==> config.mk <==
export PLATFORM = sky130hd
export DESIGN_NAME = bram_ring_writer
export DESIGN_NICKNAME = d
export VERILOG_FILES = /design/src/rtl/bram_ring_writer.sv
export SDC_FILE = /design/constraint.sdc
export NUM_CORES = 1
export LEC_CHECK = 0
export CORE_UTILIZATION = 41
export DETAILED_ROUTE_END_ITERATION = 6
export HOLD_SLACK_MARGIN = 0.03
export MAX_ROUTING_LAYER = met4
export PLACE_DENSITY = 0.85
export SLEW_MARGIN = 20
export SYNTH_ARGS = -nofsm -noshare
export SYNTH_HDL_FRONTEND = slang
export SYNTH_SLANG_ARGS = --single-unit
==> constraint.sdc <==
create_clock -name clk -period 2.35 [get_ports clk]
set_input_delay 0.235 -clock clk [delete_from_list [all_inputs] [get_ports clk]]
set_output_delay 0.235 -clock clk [all_outputs]
set_load 0.05 [all_outputs]
==> src/rtl/bram_ring_writer.sv <==
// rtl/bram_ring_writer.sv - Port-A circular-buffer writer for the acquisition sample BRAM
module bram_ring_writer #(
    parameter int ADDR_WIDTH = 16,
    parameter int DATA_WIDTH = 64,
    parameter int DEPTH      = 8192,
    parameter int PTR_WIDTH  = 13
) (
    input  logic                    clk,
    input  logic                    rst_n,
    input  logic                    enable,
    input  logic                    ptr_clear,
    input  logic [PTR_WIDTH-1:0]    rd_ptr,
    input  logic                    s_valid,
    output logic                    s_ready,
    input  logic [DATA_WIDTH-1:0]   s_data,
    input  logic                    s_last,
    output logic                    bram_en,
    output logic [DATA_WIDTH/8-1:0] bram_we,
    output logic [ADDR_WIDTH-1:0]   bram_addr,
    output logic [DATA_WIDTH-1:0]   bram_din,
    output logic [PTR_WIDTH-1:0]    wr_ptr,
    output logic                    half_irq,
    output logic                    overflow,
    input  logic                    overflow_clr,
    output logic [31:0]             frame_count,
    output logic                    busy
);

    localparam int BE_WIDTH   = DATA_WIDTH / 8;
    localparam int BYTE_SHIFT = $clog2(BE_WIDTH);
    localparam int FULL_AW    = PTR_WIDTH + BYTE_SHIFT;
    localparam logic [PTR_WIDTH-1:0] HALF_IDX = PTR_WIDTH'(DEPTH / 2 - 1);
    localparam logic [PTR_WIDTH-1:0] LAST_IDX = PTR_WIDTH'(DEPTH - 1);

    typedef enum logic [1:0] {
        IDLE   = 2'd0,
        RUN    = 2'd1,
        FINISH = 2'd2
    } state_t;

    state_t                 state;
    state_t                 state_next;
    logic [PTR_WIDTH-1:0]   ip;
    logic [PTR_WIDTH-1:0]   ip_inc;
    logic                   frame_open;
    logic                   frame_open_next;
    logic                   active;
    logic                   full;
    logic                   accept;
    logic [PTR_WIDTH-1:0]   pend_idx;
    logic                   pend_last;
    logic [FULL_AW-1:0]     addr_full;

    // Ready depends only on registered state, the accept pointer and the PS read pointer.
    // One slot is always left empty so rd_ptr == ip can only ever mean "empty".
    assign ip_inc    = ip + PTR_WIDTH'(1);
    assign full      = (ip_inc == rd_ptr);
    assign active    = (state == RUN) || (state == FINISH);
    assign s_ready   = active && !full;
    assign accept    = s_valid && s_ready;
    assign busy      = (state != IDLE);
    assign addr_full = {ip, {BYTE_SHIFT{1'b0}}};

    // Frame-open tracking, looking through this cycle's accept so a stop request
    // in the same cycle as s_last goes straight to IDLE.
    always_comb begin
        frame_open_next = frame_open;
        if (accept) begin
            frame_open_next = !s_last;
        end
    end

    // Control state register.
    always_ff @(posedge clk or negedge rst_n) begin
        if (!rst_n) begin
            state <= IDLE;
        end else begin
            state <= state_next;
        end
    end

    // Next-state logic: a stop request lets an open frame drain to its s_last first.
    always_comb begin
        state_next = state;
        case (state)
            IDLE: begin
                if (enable) begin
                    state_next = RUN;
                end
            end
            RUN: begin
                if (!enable) begin
                    state_next = frame_open_next ? FINISH : IDLE;
                end
            end
            FINISH: begin
                if (accept && s_last) begin
                    state_next = IDLE;
                end
            end
            default: state_next = IDLE;
        endcase
    end

    // Accept side: launch the BRAM write and advance the internal pointer.
    always_ff @(posedge clk or negedge rst_n) begin
        if (!rst_n) begin
            ip         <= '0;
            frame_open <= 1'b0;
            bram_en    <= 1'b0;
            bram_we    <= '0;
            bram_addr  <= '0;
            bram_din   <= '0;
            pend_idx   <= '0;
            pend_last  <= 1'b0;
        end else begin
            frame_open <= frame_open_next;
            bram_en    <= accept;
            bram_we    <= accept ? {BE_WIDTH{1'b1}} : '0;
            if (accept) begin
                bram_addr <= ADDR_WIDTH'(addr_full);
                bram_din  <= s_data;
                pend_idx  <= ip;
                pend_last <= s_last;
                ip        <= ip_inc;
            end else if (state == IDLE && ptr_clear) begin
                ip <= '0;
            end
        end
    end

    // Commit side: the word lands in BRAM this edge, so publish progress and events.
    always_ff @(posedge clk or negedge rst_n) begin
        if (!rst_n) begin
            wr_ptr      <= '0;
            half_irq    <= 1'b0;
            frame_count <= '0;
        end else begin
            half_irq <= bram_en && ((pend_idx == HALF_IDX) || (pend_idx == LAST_IDX));
            if (bram_en && pend_last) begin
                frame_count <= frame_count + 32'd1;
            end
            if (state == IDLE && ptr_clear) begin
                wr_ptr <= '0;
            end else if (bram_en) begin
                wr_ptr <= pend_idx + PTR_WIDTH'(1);
            end
        end
    end

    // Sticky overflow flag; a new offer against a full buffer beats a clear.
    always_ff @(posedge clk or negedge rst_n) begin
        if (!rst_n) begin
            overflow <= 1'b0;
        end else if (s_valid && full && active) begin
            overflow <= 1'b1;
        end else if (overflow_clr) begin
            overflow <= 1'b0;
        end
    end

endmodule

==> flow_summary.rst <==
.. list-table::
   :header-rows: 1

   * - Metric
     - Value
   * - Outcome
     - finished, violations left
   * - Violated checks
     - setup timing
   * - Number of antenna cells inserted
     - 0
   * - Worst path top cell family by delay
     - compound AO/OA/AOI/OAI gates
   * - Final hold violation count
     - 0
   * - Capture point of the worst path
     - ip[7]
   * - Register Area
     - 3560 sq um
   * - DRT antenna net count
     - 0
   * - IR drop worst, VDD
     - 1.21 mV
   * - Bufs on Longest Clock Path
     - 2
   * - Final setup vio count
     - 96
   * - Final Hold Slack
     - between 0.3 and 0.4 ns
   * - Portion of netlist area occupied by mux cells
     - between 10% and 20%
   * - Crit path arrival time
     - 3.12 ns
   * - Total overflow reported by the global router
     - 0
   * - Class of the most critical hold timing path
     - in -> async
   * - Post-Synthesis Cells
     - 530
   * - Standard cell with the maximum stage delay on the critical path
     - sky130_fd_sc_hd__dfrtp_1
   * - TritonCTS clock tree
     - built
   * - Slew of the pin with the lowest slew margin
     - 0.572 ns
   * - Clock root cell
     - sky130_fd_sc_hd__clkbuf_16
   * - Sum of internal, switching and leakage power
     - 15400 uW
   * - Chip height
     - 128 um
   * - Number of register bits inferred by synthesis
     - 142
   * - Number of clock buffers inserted by TritonCTS
     - 17
   * - DIE WIDTH
     - 128 um
   * - FF-to-FF setup slack
     - -0.46 ns
   * - Most Frequent Cell on Critical Path
     - sky130_fd_sc_hd__buf_6
   * - PD cells
     - about 1400 nW/um^2
   * - Rows
     - 45
   * - Wire length of the first global-routing pass
     - 28.9 mm
   * - Number of logic stages on the critical path including buffering
     - 12
   * - Most numerous cell in the Yosys netlist
     - sky130_fd_sc_hd__dfrtp_1
   * - Count of distinct cell types in the synthesized netlist
     - 54
   * - Estimated wirelength of the detail-placed design
     - 11.9 mm
   * - DRT iter0 DRCs
     - 268
   * - Remaining design rule violation count
     - 0
   * - Via count of the first global-routing pass
     - approximately 5600
   * - Core box area
     - 15400 sq um
   * - Number of levels in the clock H-tree
     - 4
   * - Routed vias
     - 5304
   * - Area growth from synthesis to final layout
     - 64.8%
   * - CTS Sinks
     - 142
   * - Capture instance of the worst register-to-register path
     - ip[7]
   * - Synth Flop Type
     - sky130_fd_sc_hd__dfrtp_1
   * - Worst setup EP type
     - flip-flop
   * - Fraction of the yosys area taken by sequential cells
     - 54.6%
   * - Total count of max-transition violations in the final report
     - 0
   * - Post-Route Skew
     - 0.0136 ns
   * - Clock-pin slew of the registers on the worst-case setup and hold paths
     - 0.07 ns
   * - Worst max-slew margin expressed relative to the limit
     - 61.5%
   * - Routability congestion estimate from global placement
     - approximately 0.88
   * - List of cells traversed by the critical path
     - nand4_1, buf_4, a2111o_1, a211oi_2, and4_1, buf_6, a31oi_4, buf_12, buf_8, buf_6, and3_4, a221o_1
   * - Final worst path period share
     - 120%
   * - Fraction of layout cells with a size suffix above 1
     - 29.8%
   * - Number of flops mapped to enable cells by yosys
     - 0
   * - Most numerous cell types in the synthesized netlist
     - sky130_fd_sc_hd__dfrtp_1, sky130_fd_sc_hd__mux2_2, sky130_fd_sc_hd__xnor2_1
   * - # IOs
     - 222
   * - Xor/xnor cell area share of the yosys netlist
     - 8.16%
   * - Antenna violations before repair
     - 0
   * - Maximum achievable frequency
     - about 360 MHz
   * - Element type at the critical path start
     - flip-flop
   * - Worst-Skew Late Latency
     - about 0.43 ns
   * - Filler Cell Count
     - 1050
   * - Final WL
     - between 15 and 20 mm
   * - Setup repair after global routing missed its margin
     - true
   * - Simple-Gate Fraction of Synth Area
     - 11.3%
   * - Setup Crit Path Kind
     - reg -> reg
   * - Combinational family with the most area after synthesis
     - multiplexers
   * - Count of TritonRoute iterations in the first routing pass
     - 6
   * - Post-route cell area
     - 10700 sq um
   * - Largest net degree at the start of global routing
     - 55
   * - Static Leakage
     - 0.00469 uW
   * - CP Buf/Inv Count
     - 5
   * - Source of the critical timing path
     - ip[7]
   * - Total global routing track utilization
     - 23.8%
   * - Initial Utilization
     - 42.3%
   * - DIE AREA
     - 16400 sq um
   * - Synth async-reset ratio
     - 100%
   * - Area fraction of the dominant cell type after synthesis
     - 54.6%
   * - Wire per inst
     - 18.1 um
   * - Worst Reg-to-Reg Cells
     - 12
   * - Critical register-to-register path startpoint
     - ip[7]
   * - Post-Place Cell Area
     - 9250 sq um
   * - Number of nets in the layout
     - 910
   * - Post-synth design cell area
     - 6500 sq um
   * - CP peak stage delay
     - 0.40 ns
   * - Worst setup slack after layout
     - -0.462 ns
   * - Critical path peak fanout
     - 6
   * - Average vias per placed instance
     - ~5.1
   * - Adder-cell area share of the yosys netlist
     - 1.15%
   * - Final core occ
     - 69.8%
   * - Dominant cells by area after synthesis
     - sky130_fd_sc_hd__dfrtp_1, sky130_fd_sc_hd__mux2_2, sky130_fd_sc_hd__xnor2_1
   * - Number of I/O port buffers
     - 218
   * - Number of max-cap violations
     - 0
   * - Average size of a mapped cell
     - 12.3 sq um
   * - Largest area contributor in the synthesized netlist
     - sky130_fd_sc_hd__dfrtp_1
   * - Critical Path RT
     - about 2.7 ns
   * - Share of the synthesized area in compound gates (AO/OA/AOI/OAI)
     - 5.04%
   * - Time the final worst path needs with I/O delays and setup
     - approximately 2.8 ns
   * - Number of warning messages in the yosys log
     - 0
   * - Footprint of the multi-input gates
     - about 3000 sq um
-- worst min-delay path by stage --
stage | startpoint | to | slack (ns) | cells after the start
floorplan | rst_n | bram_addr[10] | -0.06 | 0
global placement | rst_n | frame_count[2] | 0.23 | 1
detailed placement | rst_n | frame_count[3] | 0.23 | 1
CTS | rst_n | state[0] | 0.36 | 2
global route | rst_n | state[0] | 0.40 | 2
finish | rst_n | state[0] | 0.34 | 2
-- logic make-up (layout without fill, tap and decap cells) --
kind of cell             Yosys count  in the layout
flip-flops                       142            142
AND/OR/NAND/NOR                  141            141
multiplexers                      89             89
XOR/XNOR                          59             59
buffers and inverters             49            350
AO/OA/AOI/OAI                     43             43
adder cells (fa/ha/maj)            6              6
other                              1              3
-- registers in the layout, summed over array words and instances, names as in the netlist --
name / cells
bram_din: 64
frame_count: 32
bram_addr: 13
ip: 13
wr_ptr: 13
state: 2
bram_we: 1
frame_open: 1
half_irq: 1
overflow: 1
pend_last: 1
-- area by class of cell --
cell class | instances | share of cell area [%]
sequential | 142 | 33.2
timing repair buffer | 305 | 29.7
multi-input combinational | 341 | 28.1
clock buffer | 20 | 4.35
tap | 211 | 2.46
clock inverter | 12 | 1.69
inverter | 13 | 0.455
-- timing repair --
action	4_1_cts	5_1_grt
pin swaps	16	12
gates cloned	7	3
endpoints found under the hold margin	51	0
hold buffers	1	0
setup buffers	14	13
endpoints found under the setup margin	95	97
gates resized for setup	67	39
-- layout by cell type, fill, tap and decap left out, drive strengths merged, types with 2 or more instances in the layout --
cell,Yosys,layout
clkdlybuf4s50,0,216
dfrtp,142,142
buf,31,85
mux2,79,79
xnor2,33,33
nand2,31,31
nor2,30,30
nand3,27,27
xor2,25,25
clkbuf,5,23
inv,13,16
a211oi,13,13
nand4,12,12
and3,11,11
mux2i,10,10
o21ai,8,8
ha,6,6
nor3,6,6
nor2b,4,4
bufinv,0,4
nor4,4,4
a31oi,4,4
clkinv,0,4
nand2b,3,3
a221o,3,3
conb,1,3
or3,3,3
and2,3,3
a2111o,2,2
and4,2,2
a21boi,2,2
-- worst reg2reg max path: stages (launching register included) --
cell,delay (ns)
sky130_fd_sc_hd__dfrtp_1,0.40
sky130_fd_sc_hd__nand4_1,0.18
sky130_fd_sc_hd__buf_4,0.20
sky130_fd_sc_hd__a2111o_1,0.38
sky130_fd_sc_hd__a211oi_2,0.20
sky130_fd_sc_hd__and4_1,0.26
sky130_fd_sc_hd__buf_6,0.12
sky130_fd_sc_hd__a31oi_4,0.09
sky130_fd_sc_hd__buf_12,0.15
sky130_fd_sc_hd__buf_8,0.13
sky130_fd_sc_hd__buf_6,0.12
sky130_fd_sc_hd__and3_4,0.17
sky130_fd_sc_hd__a221o_1,0.29
-- stage by stage --
step,TNS [ns],worst slack (ns),cells
2_1_floorplan,-1.20,-0.0723,532
3_3_place_gp,-15.20,-0.231,979
3_5_place_dp,-20.89,-0.332,979
4_1_cts,-26.35,-0.355,1032
5_1_grt,-35.23,-0.509,1044
6_report,-30.44,-0.462,1044
-- metal layers --
layer	global-route usage [%]	wire length, um
met5	-	0
met4	10.4	556
met3	4.84	886
met2	39.5	9740
met1	27.9	7750
-- power breakdown --
part,total [uW],internal (uW),switching [uW],leakage [uW]
sequential,3790,3270,515,0.00179
clock,2960,1870,1090,0.000317
combinational,8650,3700,4950,0.00258
Power figures use the tool's default switching activity.
